<file path="src/rtl/spi_sipo_rx.sv">
// spi_sipo_rx: SPI mode-0 receive deserializer (MSB first).
// The three asynchronous SPI pins are synchronized into the system clock
// domain. Words are assembled in a shift register and handed downstream
// through a one-word valid/ready holding register. A sticky overrun flag
// marks dropped words, and a one-cycle frame_err pulse marks frames that end
// with a partial word.
module spi_sipo_rx #(
  parameter int DATA_WIDTH  = 8,
  parameter int SYNC_STAGES = 2
) (
  input  logic                  clock,
  input  logic                  n_reset,
  input  logic                  sclk,
  input  logic                  cs_n,
  input  logic                  mosi,
  output logic [DATA_WIDTH-1:0] rx_data,
  output logic                  rx_valid,
  input  logic                  rx_ready,
  output logic                  busy,
  output logic                  overrun,
  output logic                  frame_err,
  input  logic                  clr_flags
);

  localparam int CNT_W = (DATA_WIDTH > 2) ? $clog2(DATA_WIDTH) : 1;
  localparam logic [CNT_W-1:0] CNT_LAST = CNT_W'(DATA_WIDTH - 1);

  localparam logic [0:0] ST_IDLE  = 1'b0;
  localparam logic [0:0] ST_SHIFT = 1'b1;

  // Synchronizer chains plus one history flop each on sclk and cs_n
  logic [SYNC_STAGES-1:0] r_sclk_sync;
  logic [SYNC_STAGES-1:0] r_cs_sync;
  logic [SYNC_STAGES-1:0] r_mosi_sync;
  logic                   r_sclk_prev;
  logic                   r_cs_prev;

  logic [0:0]            r_state;
  logic [CNT_W-1:0]      r_cnt;
  logic [DATA_WIDTH-1:0] r_shreg;
  logic [DATA_WIDTH-1:0] r_rx_data;
  logic                  r_rx_valid;
  logic                  r_overrun;
  logic                  r_frame_err;

  logic                  w_sclk_s;
  logic                  w_cs_s;
  logic                  w_mosi_s;
  logic                  w_sclk_rise;
  logic                  w_cs_rise;
  logic                  w_cs_fall;

  logic [0:0]            w_state_next;
  logic [CNT_W-1:0]      w_cnt_next;
  logic [DATA_WIDTH-1:0] w_shreg_next;
  logic                  w_word_done;
  logic                  w_frame_err_next;
  logic                  w_drain;
  logic                  w_load;
  logic                  w_overrun_set;

  assign w_sclk_s    = r_sclk_sync[SYNC_STAGES-1];
  assign w_cs_s      = r_cs_sync[SYNC_STAGES-1];
  assign w_mosi_s    = r_mosi_sync[SYNC_STAGES-1];
  assign w_sclk_rise = w_sclk_s & ~r_sclk_prev;
  assign w_cs_rise   = w_cs_s & ~r_cs_prev;
  assign w_cs_fall   = ~w_cs_s & r_cs_prev;

  // Input synchronizers; cs_n resets to the inactive (high) level
  // NOTE: state is updated with non-blocking assignments so every flop samples
  // the pre-edge value of its neighbours, which is what makes a chain a chain.
  always_ff @(posedge clock or negedge n_reset) begin
    if (!n_reset) begin
      r_sclk_sync <= '0;
      r_cs_sync   <= '1;
      r_mosi_sync <= '0;
      r_sclk_prev <= 1'b0;
      r_cs_prev   <= 1'b1;
    end else begin
      r_sclk_sync <= {r_sclk_sync[SYNC_STAGES-2:0], sclk};
      r_cs_sync   <= {r_cs_sync[SYNC_STAGES-2:0], cs_n};
      r_mosi_sync <= {r_mosi_sync[SYNC_STAGES-2:0], mosi};
      r_sclk_prev <= w_sclk_s;
      r_cs_prev   <= w_cs_s;
    end
  end

  // Frame FSM, bit counter and shift register next-state logic
  // NOTE: every output of this block is given a default first, so no path
  // leaves a signal unassigned and no latch is inferred.
  always_comb begin
    w_state_next     = r_state;
    w_cnt_next       = r_cnt;
    w_shreg_next     = r_shreg;
    w_word_done      = 1'b0;
    w_frame_err_next = 1'b0;
    case (r_state)
      ST_IDLE: begin
        w_cnt_next = '0;
        if (w_cs_fall) w_state_next = ST_SHIFT;
      end
      ST_SHIFT: begin
        if (w_sclk_rise) begin
          w_shreg_next = {r_shreg[DATA_WIDTH-2:0], w_mosi_s};
          if (r_cnt == CNT_LAST) begin
            w_cnt_next  = '0;
            w_word_done = 1'b1;
          end else begin
            w_cnt_next = r_cnt + 1'b1;
          end
        end
        // A final bit landing together with cs_n rise leaves the count at
        // zero, so that word completes cleanly without a frame error.
        if (w_cs_rise) begin
          w_state_next     = ST_IDLE;
          w_frame_err_next = (w_cnt_next != '0);
          w_cnt_next       = '0;
        end
      end
      default: w_state_next = ST_IDLE;
    endcase
  end

  assign w_drain       = r_rx_valid & rx_ready;
  assign w_load        = w_word_done & (~r_rx_valid | w_drain);
  assign w_overrun_set = w_word_done & r_rx_valid & ~rx_ready;

  // Frame state, bit counter and shift register
  always_ff @(posedge clock or negedge n_reset) begin
    if (!n_reset) begin
      r_state     <= ST_IDLE;
      r_cnt       <= '0;
      r_shreg     <= '0;
      r_frame_err <= 1'b0;
    end else begin
      r_state     <= w_state_next;
      r_cnt       <= w_cnt_next;
      r_shreg     <= w_shreg_next;
      r_frame_err <= w_frame_err_next;
    end
  end

  // Holding register with valid/ready handshake and sticky overrun flag
  always_ff @(posedge clock or negedge n_reset) begin
    if (!n_reset) begin
      r_rx_data  <= '0;
      r_rx_valid <= 1'b0;
      r_overrun  <= 1'b0;
    end else begin
      if (w_load) begin
        r_rx_data  <= w_shreg_next;
        r_rx_valid <= 1'b1;
      end else if (w_drain) begin
        r_rx_valid <= 1'b0;
      end
      // Setting wins over a simultaneous clear.
      if (w_overrun_set)  r_overrun <= 1'b1;
      else if (clr_flags) r_overrun <= 1'b0;
    end
  end

  assign rx_data   = r_rx_data;
  assign rx_valid  = r_rx_valid;
  assign busy      = (r_state == ST_SHIFT);
  assign overrun   = r_overrun;
  assign frame_err = r_frame_err;

endmodule

</file>
<file path="config.mk">
export PLATFORM = sky130hd
export DESIGN_NAME = spi_sipo_rx
export DESIGN_NICKNAME = d
export VERILOG_FILES = /design/src/rtl/spi_sipo_rx.sv
export SDC_FILE = /design/constraint.sdc
export NUM_CORES = 1
export LEC_CHECK = 0
export CAP_MARGIN = 0
export CORE_UTILIZATION = 51
export DETAILED_ROUTE_END_ITERATION = 12
export PLACE_DENSITY = 0.81
export SLEW_MARGIN = 30
export SYNTH_ARGS = -nofsm -noshare
export SYNTH_HDL_FRONTEND = slang
export SYNTH_SLANG_ARGS = --single-unit
</file>
<file path="constraint.sdc">
create_clock -name clock -period 4.5 [get_ports clock]
set_clock_uncertainty 0.15 [all_clocks]
set_input_delay 0.675 -clock clock [delete_from_list [all_inputs] [get_ports clock]]
set_output_delay 0.675 -clock clock [all_outputs]
set_load 0.02 [all_outputs]
</file>
==> impl_metrics.csv, run 1 <==
group,metric,value,unit
clocking,cts_resized,0,
synth,syn_area,1100,sq um
sta,setup_violations,0,
critical_path,cp.arrival,2.22,ns
final_layout,layout_commonest_cell,"dfrtp_1",
placement,place_inst,116,
critical_path,rr_startpoint,"r_cnt[0]",
placement,portBuffers,18,
synth,synthFlopType,"dfrtp_1",
placement,gp_congestion,0.792,
final_layout,layout.nets,105,
power_and_ir_drop,power_density,391,nW/um^2
floorplanning,die_h,48.5,um
sta,tightestPinTransition,0.644,ns
floorplanning,die_area,2350,sq um
sta,final-max-slew-violation-count,0,
synth,avgSynthCellArea,15.3,sq um
floorplanning,rows,16,
routing,vias_per_cell,4.94,
clocking,clk_pin_slew,0.08,ns
synth,yosys_warnings,0,
clocking,cts_max_level,2,
critical_path,crit_fanout,8,
global_routing,grt_pass1_wl,2520,um
sta,rsz0062_at_grt,"false",
sta,max_freq,460,MHz
critical_path,endpoint_kind,"flop",
final_layout,n_antenna_cell,0,
final_layout,mostFrequentLayoutCells,"dfrtp_1 (27), clkdlybuf4s50_1 (18), mux2_2 (15), clkbuf_4 (5), nor2_1 (4)",
min_path,holdCritStartpoint,"r_sclk_sync[0]",
placement,dp_hpwl,1080,um
final_layout,drive_above_1_share,27.8,%
floorplanning,core-area,2000,sq um
global_routing,grt_overflow,0,
synth,synth_top_family_by_area,"multiplexers",
critical_path,crit_start,"rx_ready",
routing,finalWirelength,1480,um
synth,yosys-top-cells-area,"dfrtp_1 (61%), mux2_2 (15%), dfstp_2 (7.2%)",
synth,synth_edf_count,0,
routing,num_vias,612,
clocking,ctsRootBufferMaster,"clkbuf_4",
routing,wire_per_inst,12.0,um
synth,synthXorXnorAreaFrac,0,%
synth,post-synth-top-area-cell,"dfrtp_1",
synth,synthAdderAreaFrac,2.27,%
floorplanning,initial_core_util,55.0,%
floorplanning,io_pins,19,
global_routing,grt_pass1_vias,612,
min_path,min_path_cells,0,
final_layout,finalNonFillerCells,124,
synth,synth.distinct_cells,20,
clocking,cts_setup_buffers,0,
run_status,outcome,"completed",
floorplanning,die_w,48.5,um
critical_path,worstPathRequired,4.54,ns
global_routing,grt_max_degree,31,
run,maxCapViolCount,0,
critical_path,path_class,"in2reg",
synth,synth_compound_area_share,2.16,%
synth,seq_area_frac_synth,68.5,%
sta,hold_viol,0,
power_and_ir_drop,power,0.533,mW
clocking,tritoncts,"done",
routing,drt_iter0_markers,5,
routing,ant_nets,0,
clocking,cts.sinks,30,
synth,async_flop_share,100,%
synth,synthSimpleGateAreaFrac,6.25,%
power_and_ir_drop,power_leakage,0.636,nW
critical_path,r2r_cells,5,
synth,synthCells,72,
synth,synthesis.nets,81,
final_layout,area_delta_synth_final,23.9,%
placement,placed_cell_area,1300,sq um
sta,slew-limit-headroom,57.0,%
power_and_ir_drop,peakVddDrop,0.244,mV
routing,drc,0,
global_routing,grt_use_total,15.0,%
sta,setup_ws,2.33,ns
routing,firstDrtPassIters,2,
placement,post-place-ws,1.99,ns
min_path,hold_path.class,"reg2reg",
global_routing,grt_antenna_before_repair,0,
synth,yosys_register_bits,30,
sta,finalCritPeriodShare,48.3,%
synth,yosysTopAreaCellShare,61.4,%
synth,yosys-mux-area-fraction,18.1,%
sta,fin_tns_setup,0,ns
sta,post-route-min-period,2.17,ns
clocking,clk_latency,0.30,ns
critical_path,cp-start-kind,"input port",
clocking,cts_buffers,5,
final_layout,design_area,1360,sq um
clocking,clockBufferDepth,2,
clocking,cts_hold_buf,0,
==> where the power goes <==
| part | total (mW) | switching [mW] | internal [mW] | leakage, nW |
|---|---|---|---|---|
| combinational | 0.0532 | 0.0207 | 0.0325 | 0.219 |
| sequential | 0.325 | 0.0215 | 0.303 | 0.382 |
| clock | 0.155 | 0.0794 | 0.0756 | 0.0353 |
| total | 0.533 | 0.122 | 0.411 | 0.636 |
==> critical path, stage by stage <==
cell,delay (ns)
clkdlybuf4s50_1,0.45
nand2b_1,0.13
nor2b_1,0.54
mux2_2,0.41
==> sequential cells by signal, summed over array words and instances, names as in the netlist <==
register / cells
r_mosi_sync: 2
r_cnt: 3
overrun: 1
r_sclk_sync: 2
frame_err: 1
r_cs_prev: 1
rx_valid: 1
rx_data: 8
r_sclk_prev: 1
busy: 1
r_shreg: 7
r_cs_sync: 2
==> synth_stat cells, types with 2 or more instances <==
cell type and n:
o21ai_0 2, mux2_2 15, mux2i_1 3, ha_1 2
dfstp_2 3, inv_1 3, nor2b_1 2, nor2_1 4
dfrtp_1 27
==> metal layers <==
layer	up-vias	share of wire, %	GRT usage, %
met2	17	49	24.6
met3	3	4.8	6.92
met1	296	46	16.0
met4	0	0.54	8.33
met5	-	0	0
li1	296	-	-
==> final cells by class <==
| cell class | instances | area, sq um |
|---|---|---|
| Sequential cell | 30 | 754 |
| Clock buffer | 7 | 55.1 |
| Fill cell | 140 | 638 |
| Multi-Input combinational cell | 37 | 317 |
| Inverter | 3 | 11.3 |
| Timing Repair Buffer | 19 | 188 |
| Tap cell | 27 | 33.8 |
| Clock inverter | 1 | 5.00 |
==> cell families after synthesis <==
group	Yosys count
muxes	18
adders and majority gates	2
buffers and inverters	5
and+or+nand+nor	13
DFF	30
AOI/OAI and AO/OA	4
==> path summary, 6_finish.rpt <==
path,to,slack [ns]
worst max-delay path,rx_data[4],2.33
worst min-delay path,r_sclk_sync[1],0.21
worst max register to register,rx_data[4],2.37
worst min register to register,r_sclk_sync[1],0.21
max in group asynchronous,r_cs_sync[1],3.29
min in group asynchronous,frame_err,0.60
==> stage by stage <==
stage | util [%] | hold slack (ns)
2_1_floorplan | - | 0.181
3_3_place_gp | 65.1 | 0.183
3_5_place_dp | 65.1 | 0.198
4_1_cts | 68.1 | 0.209
5_1_grt | 68.1 | 0.217
6_report | 68.1 | 0.206
(Power assumes the default switching activity.)
==> inputs of run 2 (changes only) <==
--- a/config.mk
+++ b/config.mk
@@ -6,9 +6,9 @@
 export NUM_CORES = 1
 export LEC_CHECK = 0
 export CAP_MARGIN = 0
-export CORE_UTILIZATION = 51
+export CORE_UTILIZATION = 50
 export DETAILED_ROUTE_END_ITERATION = 12
-export PLACE_DENSITY = 0.81
+export PLACE_DENSITY = 0.8
 export SLEW_MARGIN = 30
 export SYNTH_ARGS = -nofsm -noshare
 export SYNTH_HDL_FRONTEND = slang
==> constraint.sdc (replaced) <==
create_clock -name clock -period 2.2 [get_ports clock]
set_clock_uncertainty 0.15 [all_clocks]
set_input_delay 0.33 -clock clock [delete_from_list [all_inputs] [get_ports clock]]
set_output_delay 0.33 -clock clock [all_outputs]
set_load 0.02 [all_outputs]
==> impl_metrics.csv, run 2 (same netlist as run 1, synthesis figures left out) <==
group,metric,value,unit
sta,fin_tns_setup,0,ns
placement,post-place-ws,0.349,ns
final_layout,mostFrequentLayoutCells,"dfrtp_1 (27), clkdlybuf4s50_1 (18), mux2_2 (15), clkbuf_4 (5), nor2_1 (4)",
routing,finalWirelength,1520,um
power_and_ir_drop,power_leakage,0.643,nW
sta,setup_violations,0,
critical_path,crit_start,"busy",
floorplanning,rows,16,
sta,hold_viol,0,
final_layout,drive_above_1_share,29.6,%
global_routing,grt_overflow,0,
routing,drc,0,
power_and_ir_drop,swShare,23.9,%
critical_path,rr_startpoint,"r_cnt[0]",
clocking,cts_max_level,2,
final_layout,layout.nets,107,
global_routing,grt_pass1_vias,690,
min_path,holdCritStartpoint,"r_sclk_sync[0]",
routing,drt_iter0_markers,6,
routing,vias_per_cell,4.98,
critical_path,max_stage_delay,0.63,ns
min_path,hold_path.class,"reg2reg",
clocking,clockBufferDepth,2,
clocking,clk_pin_slew,0.10,ns
sta,slew-limit-headroom,74.0,%
power_and_ir_drop,pwr-share-comb,10.4,%
sta,max_freq,538,MHz
routing,wire_per_inst,12.2,um
routing,firstDrtPassIters,2,
global_routing,grt_use_total,16.1,%
routing,num_vias,623,
clocking,cts_setup_buffers,0,
floorplanning,io_pins,19,
critical_path,cpLargestDelayFamily,"buffers and inverters",
critical_path,cp_cell_sequence,"clkdlybuf4s50_1",
sta,post-route-min-period,1.86,ns
sta,timing.hold.ws,0.204,ns
clocking,cts_hold_buf,0,
power_and_ir_drop,internal-power,0.802,mW
final_layout,area_delta_synth_final,24.1,%
placement,portBuffers,18,
critical_path,worstPathRequired,1.72,ns
final_layout,layout_commonest_cell,"dfrtp_1",
critical_path,crit_fanout,5,
critical_path,cp_slowest_cell,"clkdlybuf4s50_1",
global_routing,grt_pass1_wl,2790,um
critical_path,path_class,"reg2out",
floorplanning,die_w,48.9,um
clocking,tritoncts,"done",
sta,tightestPinTransition,0.386,ns
floorplanning,initial_core_util,54.5,%
clocking,cts_resized,0,
critical_path,endpoint_kind,"output pin",
critical_path,cp.arrival,1.38,ns
power_and_ir_drop,power,1.05,mW
power_and_ir_drop,power_density,771,nW/um^2
sta,setup_ws,0.341,ns
power_and_ir_drop,switchingPower,0.251,mW
placement,gp_congestion,0.796,
final_layout,post-route-util,67.6,%
global_routing,grt_max_degree,31,
run_status,outcome,"completed",
power_and_ir_drop,clockPowerShare,26.5,%
clocking,cts.sinks,30,
floorplanning,core-area,2020,sq um
clocking,ctsRootBufferMaster,"clkbuf_4",
power_and_ir_drop,pwr-share-seq,63.0,%
final_layout,largest_reg_flops,8,
global_routing,grt_antenna_before_repair,0,
sta,rsz0062_at_grt,"false",
floorplanning,die_area,2390,sq um
power_and_ir_drop,peakVddDrop,0.483,mV
critical_path,cp-start-kind,"flop",
final_layout,n_antenna_cell,0,
routing,ant_nets,0,
run,maxCapViolCount,0,
clocking,cts_buffers,5,
sta,finalCritPeriodShare,84.5,%
clocking,clk_latency,0.32,ns
sta,final-max-slew-violation-count,0,
critical_path,critPathBufInv,1,
floorplanning,die_h,48.9,um
==> run 2: changes by cell type in the layout (fill, tap and decap cells not counted), sizes merged <==
cell	previous run	this run
clkbuf	7	5
buf	1	3
clkinv	1	2
==> run 2: cell type report <==
class                   count  area (sq um)
repair buffers             21           203
clock buffers               5          37.5
flip-flops and latches     30           754
inverters                   3          11.3
well taps                  27          33.8
fillers                   145           656
multi-input cells          37           317
clock inverters             2          10.0
==> run 2: routing by layer <==
layer,global-route usage (%),vias up,part of all wire [%]
met5,0,-,0
met4,10.3,0,1.9
met3,5.61,5,4.9
met2,27.3,19,51
met1,16.9,301,42
li1,-,298,-
==> run 2: power by group through the flow <==
stage,Combinational (mW),Sequential (mW),Clock [mW]
final,0.110,0.664,0.280
after global routing,0.121,0.673,0.315
after CTS,0.113,0.666,0.292
after detailed placement,0.112,0.677,0
after global placement,0.107,0.673,0
after floorplan,0.0709,0.664,0
==> run 2: per-stage QoR <==
step	cell area, sq um	instances
floorplan	1100	72
global placement	1320	118
detailed placement	1320	118
CTS	1370	125
global route	1370	125
finish	1370	125
==> run 2: path summary, 6_finish.rpt <==
| path | endpoint | slack (ns) | depth (start not counted) |
|---|---|---|---|
| setup / recovery | busy | 0.34 | 1 |
| min in group asynchronous | frame_err | 0.24 | 2 |
| setup reg to reg | rx_data[4] | 0.34 | 6 |
| hold reg to reg | r_sclk_sync[1] | 0.20 | 0 |
| hold / removal | r_sclk_sync[1] | 0.20 | 0 |
| max in group asynchronous | r_cs_sync[1] | 1.33 | 2 |
